<file path="config.mk">
export PLATFORM = sky130hd
export DESIGN_NAME = rf_mem_seq
export DESIGN_NICKNAME = d
export VERILOG_FILES = /design/src/rtl/rf_mem_pkg.sv /design/src/rtl/rf_mem_seq.sv
export SDC_FILE = /design/constraint.sdc
export NUM_CORES = 1
export LEC_CHECK = 0
export BUFFER_PORTS_ARGS = -buffer_cell sky130_fd_sc_hd__buf_2
export CORE_MARGIN = 3
export CORE_UTILIZATION = 47
export CTS_CLUSTER_DIAMETER = 150
export DETAILED_ROUTE_END_ITERATION = 10
export PLACE_DENSITY = 0.72
export SLEW_MARGIN = 20
export SYNTH_ARGS = -nofsm -noshare
export SYNTH_HDL_FRONTEND = slang
export SYNTH_SLANG_ARGS = --single-unit
</file>
<file path="constraint.sdc">
create_clock -name clk -period 1.4 [get_ports clk]
set_input_delay 0.14 -clock clk [delete_from_list [all_inputs] [get_ports clk]]
set_output_delay 0.14 -clock clk [all_outputs]
set_load 0.005 [all_outputs]
</file>
<file path="src/rtl/rf_mem_pkg.sv">
// rtl/rf_mem_pkg.sv - shared types and constants for the register-file/memory sequencer
package rf_mem_pkg;

  typedef enum logic [2:0] {
    ST_INIT    = 3'd0,
    ST_IDLE    = 3'd1,
    ST_RD_WAIT = 3'd2,
    ST_RD_CAP  = 3'd3,
    ST_WR      = 3'd4,
    ST_FIN     = 3'd5
  } state_t;

  localparam logic [1:0] MEM_READ_CAPTURE = 2'b11;
  localparam logic [1:0] MEM_READ_IDLE    = 2'b00;

  // Register-file roles used by load/store transactions
  localparam int REG_ADDR = 0;
  localparam int REG_DATA = 1;

  localparam int DEFAULT_NUM_REGS = 14;

endpackage

</file>
<file path="src/rtl/rf_mem_seq.sv">
// rtl/rf_mem_seq.sv - clear sweep, load/store sequencing and C-bus gating for the register file
module rf_mem_seq
  import rf_mem_pkg::*;
#(
  parameter int NUM_REGS    = DEFAULT_NUM_REGS,
  parameter int MEM_LATENCY = 2
) (
  input  logic       clk,
  input  logic       RST,
  input  logic       LOAD_REQ,
  input  logic       STORE_REQ,
  input  logic       CU_C_EN,
  output logic       BUSY,
  output logic       DONE,
  output logic       DM_RE,
  output logic       DM_WE,
  output logic [1:0] MEM_READ,
  output logic       RF_RST,
  output logic [3:0] RF_RST_SEL,
  output logic       C_EN_OUT,
  output logic       C_STALL
);

  localparam int CW = $clog2(MEM_LATENCY + 1);
  localparam logic [CW-1:0] LAT_LOAD = CW'(MEM_LATENCY - 1);
  localparam logic [CW-1:0] LAT_ONE  = CW'(1);
  localparam logic [CW-1:0] LAT_ZERO = '0;
  localparam logic [3:0]    LAST_IDX = 4'(NUM_REGS - 1);

  state_t        state;
  logic [3:0]    sweep_idx;
  logic [CW-1:0] lat_cnt;

  // Sweep-done is detected from the registered strobe, so the last entry keeps
  // its clear cycle inside INIT and the C-bus stays blocked for all of it.
  // State, counters and every registered output advance together here.
  always_ff @(posedge clk) begin
    if (!RST) begin
      state      <= ST_INIT;
      sweep_idx  <= 4'd0;
      lat_cnt    <= LAT_ZERO;
      BUSY       <= 1'b1;
      DONE       <= 1'b0;
      DM_RE      <= 1'b0;
      DM_WE      <= 1'b0;
      MEM_READ   <= MEM_READ_IDLE;
      RF_RST     <= 1'b0;
      RF_RST_SEL <= 4'd0;
    end else begin
      BUSY     <= 1'b1;
      DONE     <= 1'b0;
      DM_RE    <= 1'b0;
      DM_WE    <= 1'b0;
      MEM_READ <= MEM_READ_IDLE;
      RF_RST   <= 1'b0;
      case (state)
        ST_INIT: begin
          if (RF_RST && (RF_RST_SEL == LAST_IDX)) begin
            state      <= ST_IDLE;
            BUSY       <= 1'b0;
            sweep_idx  <= 4'd0;
            RF_RST_SEL <= 4'd0;
          end else begin
            RF_RST     <= 1'b1;
            RF_RST_SEL <= sweep_idx;
            sweep_idx  <= sweep_idx + 4'd1;
          end
        end
        ST_IDLE: begin
          if (LOAD_REQ) begin
            state   <= ST_RD_WAIT;
            DM_RE   <= 1'b1;
            lat_cnt <= LAT_LOAD;
          end else if (STORE_REQ) begin
            state <= ST_WR;
            DM_WE <= 1'b1;
          end else begin
            BUSY <= 1'b0;
          end
        end
        ST_RD_WAIT: begin
          if (lat_cnt == LAT_ZERO) begin
            state    <= ST_RD_CAP;
            MEM_READ <= MEM_READ_CAPTURE;
          end else begin
            lat_cnt <= lat_cnt - LAT_ONE;
            DM_RE   <= 1'b1;
          end
        end
        ST_RD_CAP: begin
          state <= ST_FIN;
          DONE  <= 1'b1;
        end
        ST_WR: begin
          state <= ST_FIN;
          DONE  <= 1'b1;
        end
        ST_FIN: begin
          state <= ST_IDLE;
          BUSY  <= 1'b0;
        end
        default: begin
          state <= ST_INIT;
        end
      endcase
    end
  end

  // C-bus writes are held off while entries are being cleared or regs[1] is captured
  always_comb begin
    C_STALL  = CU_C_EN && ((state == ST_INIT) || (state == ST_RD_CAP));
    C_EN_OUT = CU_C_EN && !((state == ST_INIT) || (state == ST_RD_CAP));
  end

endmodule

</file>
## Word-level counts from Yosys, hierarchy flattened

Index checks and enable logic that the tools add are counted.
W data, S select, Z words.

| word-level totals | value |
|---|---|
| flip-flop bits (word level) | 20 |
| input port bits | 5 |
| logic and storage cells | 58 |

| cells by class | value |
|---|---|
| add/sub/neg operators | 2 |
| eq/ne operators | 11 |
| muxes and demuxes | 19 |
| bitwise operators | 2 |
| reductions and logical operators | 14 |

Operators with widths:

| cell | count |
|---|---|
| $pmux W3 S5 | 1 |
| $mux W3 | 4 |
| $mux W4 | 2 |
| $ne A2 B2 Y1 const B | 4 |
| $eq A3 B2 Y1 const B | 2 |
| $eq A3 B3 Y1 const B | 2 |
| $mux W1 | 6 |
| $mux W2 | 3 |
| $reduce_and A3 Y1 | 2 |
| $add A4 B1 Y4 const B | 1 |
| $eq A4 B4 Y1 const B | 1 |
| $pmux W2 S2 | 1 |
| $reduce_and A2 Y1 | 2 |
| $eq A3 B1 Y1 const B | 1 |
| $logic_and A1 B1 Y1 | 3 |
| $logic_not A3 Y1 | 1 |
| $ne A3 B3 Y1 const B | 1 |
| $pmux W1 S3 | 1 |
| $reduce_or A3 Y1 | 1 |
| $logic_not A2 Y1 | 1 |
| $not A1 Y1 | 2 |
| $pmux W1 S2 | 1 |
| $reduce_bool A2 Y1 | 1 |
| $reduce_or A2 Y1 | 1 |
| 3 further kinds | 3 |

## Depth between registers and ports, before layout

| logic depth | value |
|---|---|
| depth in word-level cells | 4 |
| depth in mapped cells | 5 |
| gate-level depth less buffers | 5 |

## Least setup slack after synthesis

No wires, ideal clock.

| timing path | value |
|---|---|
| path kind | reg-to-reg |
| start | register lat_cnt[0] |
| end | register lat_cnt[0] |
| library setup time | 58 ps |
| data arrival time | 1401 ps |
| slack | -60 ps |
| cell stages (with the launch flop) | 6 |
| buffers on the path | 0 |
| period minus slack after synthesis | 1460 ps |
| cells stage by stage | dfxtp_1 > inv_1 > ha_1 > or3b_2 > a21oi_1 > o221a_2 |

| on the way | value |
|---|---|
| cells in the longest elaborated chain, start to end | 3 |

RTL lines:

| item | line | text |
|---|---|---|
| start: declaration | rf_mem_seq.sv:32 | `logic [CW-1:0] lat_cnt;` |
| start signal: assignment | rf_mem_seq.sv:86 | `lat_cnt <= lat_cnt - LAT_ONE;` |
| $sub A2 B1 Y2 / $logic_not A2 Y1 (equally long branches) | rf_mem_seq.sv:86, rf_mem_seq.sv:82 |  |
| $mux W2 / $ne A2 B2 Y1 (equally long branches) | - |  |
| $pmux W2 S2 / $reduce_and A3 Y1 (equally long branches) | - |  |

Several ways; a longest one is shown, not always the timed one. The select of a mux whose other input is x is not followed.
A chain may end at the register's enable or synchronous reset.

## Final worst setup path

| timing path | value |
|---|---|
| start | register state[0] |
| end | register sweep_idx[2] |

| on the way | value |
|---|---|
| cells in the longest elaborated chain, start to end | 1 |

RTL lines:

| item | line | text |
|---|---|---|
| start: declaration | rf_mem_seq.sv:30 | `state_t state;` |
| start signal: assignment | rf_mem_seq.sv:39 | `state <= ST_INIT;` |
| start signal: assignment | rf_mem_seq.sv:59 | `state <= ST_IDLE;` |
| start signal: assignment | rf_mem_seq.sv:71 | `state <= ST_RD_WAIT;` |
| $logic_not A3 Y1 | rf_mem_seq.sv:56 | `case (state)` |
| end signal: assignment | rf_mem_seq.sv:66 | `sweep_idx <= sweep_idx + 4'd1;` |
| end: declaration | rf_mem_seq.sv:31 | `logic [3:0] sweep_idx;` |

Every way passes these cells.

==> reports/results.txt <==
Register area share after synthesis - 41.47%
IO Count - 18
Largest family of logic cells by synthesized area - simple AND/OR/NAND/NOR gates
Max Slew Vio Count - 0
Largest net degree at the start of global routing - 12
Die area - 2518 µm²
Grt met2 use - 29.13%
Maximum VDD drop - 0.5402 mV
Worst Hold Depth - 3
Kind of critical path - flip-flop to flip-flop
Synth top area cells - dfxtp_1 (41%), a21oi_1 (5.5%), clkbuf_8 (4.5%)
Row cnt - 15
Leakage - 0.0004673 µW
Area fraction in compound gates after synthesis - 21.96%
Initial core utilization - 51.44%
FF+latch count, synth - 19
Max-slew headroom - 82.19%
Ys Warns - 0
Post-DR vias/cell - 5.303
Mapped Area - 917.1 µm²
Worst reg2reg path startpoint - state[0]
Worst Path Required - 1.65 ns
CP startpoint kind - flip-flop
Met3 usage - 2.671%
R2R depth - 4
PD cells - 855.7 nW/µm²
DRC - 0
Setup crit start - state[0]
Top-count cell post-synth - dfxtp_1
Failing checks - negative setup slack
Routed Wire Length - 1983 µm
Leading area contributor after synthesis - dfxtp_1
Clock latency on the worst-skew pair - 0.31 ns
# diodes - 0
Adder-cell area share of the yosys netlist - 2.729%
Most used routing layer - met2
First-pass GRT wire length - 3539 µm
# port buffers - 17
Layout Area Growth over Synthesis - 23.19%
Ratio of cells with drive above 1 in the final layout - 38.46%
Worst hold endpoint - state[1]
Number of enable flip-flop cells after synthesis - 0
Max cap viols - 0
Min Clock Period, post-route - 1.464 ns
CP endpoint kind - flip-flop
FILL cells - 149
Min-delay src - LOAD_REQ
R2r endpoint - sweep_idx[2]
WL per Instance - 12.79 µm
Worst-Margin Slew - 0.2644 ns
DRT antenna net count - 0
Xor and xnor area share after synthesis - 0.9550%
CTS tree - built
Mux share of post-synthesis cell area - 0%
Ys flop type - dfxtp_1
Endpoints failing hold - 0
Final setup viols - 2
Vert. Die Dim - 50.18 µm
Mean Syn Cell Area - 8.991 µm²
Hold Buf Count CTS - 0
Clock root cell - clkbuf_4
Clock Path Buffers - 2
Initial antenna violation count - 0
Die width - 50.18 µm
RD Place Congestion - 0.7704
Period utilization - 104.6%
Setup repair after global routing missed its margin - yes
Post-Synthesis Cells - 102
Setup total negative slack - -0.07611 ns
Crit path DAT - 1.71 ns
Vias - 822
Clk sinks - 19
Max Fclk - 682.9 MHz
Area of the core - 1783 µm²
Reg2reg setup slack - -0.06 ns
Clock Skew - 0.005050 ns
Synth top area share - 41.47%
Clock-pin slew on the worst setup and hold paths - 0.12 ns
Most frequent cells after synthesis - dfxtp_1 (19), nand2_1 (11), a21oi_1 (10), nor2_1 (8)
First-pass DRT Iterations - 4
Count of cell types in the netlist - 36
Status - complete, but fails checks
Global route overflow - 0
First DRT Iteration DRCs - 7
Met1 usage - 23.19%
Final Net Count - 138
Worst-path maximum fanout - 3
Post-Syn Nets - 109
H-tree levels - 1
Simple-Gate Fraction of Synth Area - 24.15%
Final setup margin - -0.06442 ns
Total Routing Usage GR - 18.68%
Vias in the first global route - 784
Finished Core Util - 63.37%
Post-synth ARST share - 0%
HP Class - input port to flip-flop
Cts bufs inserted - 3
HPWL after DPL - 1441 µm
## repair_timing
| item | CTS | global route |
|---|---|---|
| pin swaps | 5 | 4 |
| endpoints found under the setup margin | 3 | 5 |
| endpoints found under the hold margin | 0 | 0 |
| gates resized for setup | 4 | 3 |
| setup buffers | 3 | 0 |
## cell families after synthesis
| logic type | Yosys count |
|---|---|
| flip-flops | 19 |
| AO/OA/AOI/OAI | 29 |
| AND/OR/NAND/NOR | 39 |
| XOR/XNOR | 1 |
| adder cells (fa/ha/maj) | 2 |
| buffers and inverters | 12 |
## per-stage QoR
| step | hold slack (ns) | setup slack, ns | area (µm²) | std cells | power, µW |
|---|---|---|---|---|---|
| 5_1_grt | 0.2037 | -0.1183 | 1130 | 155 | 1009 |
| 4_1_cts | 0.1845 | -0.05147 | 1124 | 155 | 969.9 |
| 6_report | 0.1910 | -0.06442 | 1130 | 155 | 966.8 |
| 3_5_place_dp | 0.4610 | -0.001238 | 1062 | 148 | 680.6 |
| 3_3_place_gp | 0.4572 | 0.07616 | 1062 | 148 | 677.3 |
| 2_1_floorplan | 0.3483 | 0.006997 | 924.6 | 102 | 645.0 |
## critical path: stages (launching register included)
cell,delay [ns]
dfxtp_2,0.35
buf_4,0.14
or3_4,0.36
or4_4,0.42
o221ai_2,0.13
## cell type report
type                            count  area, µm²  share of cell area (%)
Clock buffer                        3      22.52                   1.993
Clock inverter                      1      5.005                  0.4430
Inverter                            5      20.02                   1.772
Multi-Input combinational cell     71      473.0                   41.86
Sequential cell                    19      384.1                   34.00
Tap cell                           25      31.28                   2.769
Timing Repair Buffer               31      193.9                   17.17
## state kept, by name, indices dropped and copies added (netlist names)
name / cells
RF_RST: 1
lat_cnt: 2
DM_WE: 1
DM_RE: 1
RF_RST_SEL: 4
BUSY: 1
MEM_READ: 1
state: 3
DONE: 1
sweep_idx: 4
## worst max-delay path by stage
stage | slack, ns | end | cells past startpoint
6_report | -0.06 | sweep_idx[2] | 4
5_1_grt | -0.12 | C_STALL | 5
4_1_cts | -0.05 | C_STALL | 5
3_5_place_dp | -0.001 | lat_cnt[0] | 5
3_3_place_gp | 0.08 | lat_cnt[0] | 5
2_1_floorplan | 0.007 | sweep_idx[2] | 4
## layout by cell type, fill, tap and decap left out, types with 2 or more instances in the layout
cell type  count
nor2b_1        3
clkbuf_4       3
dfxtp_1       16
o21ai_0        5
o211ai_1       5
buf_2         17
nand2_1       11
a21oi_1        9
inv_1          4
o2111ai_1      2
clkinv_2       2
nor2_1         8
dfxtp_2        3
nand2b_1       3
buf_4         13
## layer usage
metal,part of all wire [%],vias up,wire length [µm]
li1,-,420,-
met1,46,385,922
met4,3.0,0,59
met3,2.7,5,53
met5,0,-,0
met2,48,12,946
## report_power, final
| group | internal [µW] | switching (µW) |
|---|---|---|
| registers | 560 | 18.3 |
| clock network | 107 | 188 |
| logic | 48.2 | 45.4 |
Power figures use the tool's default switching activity.
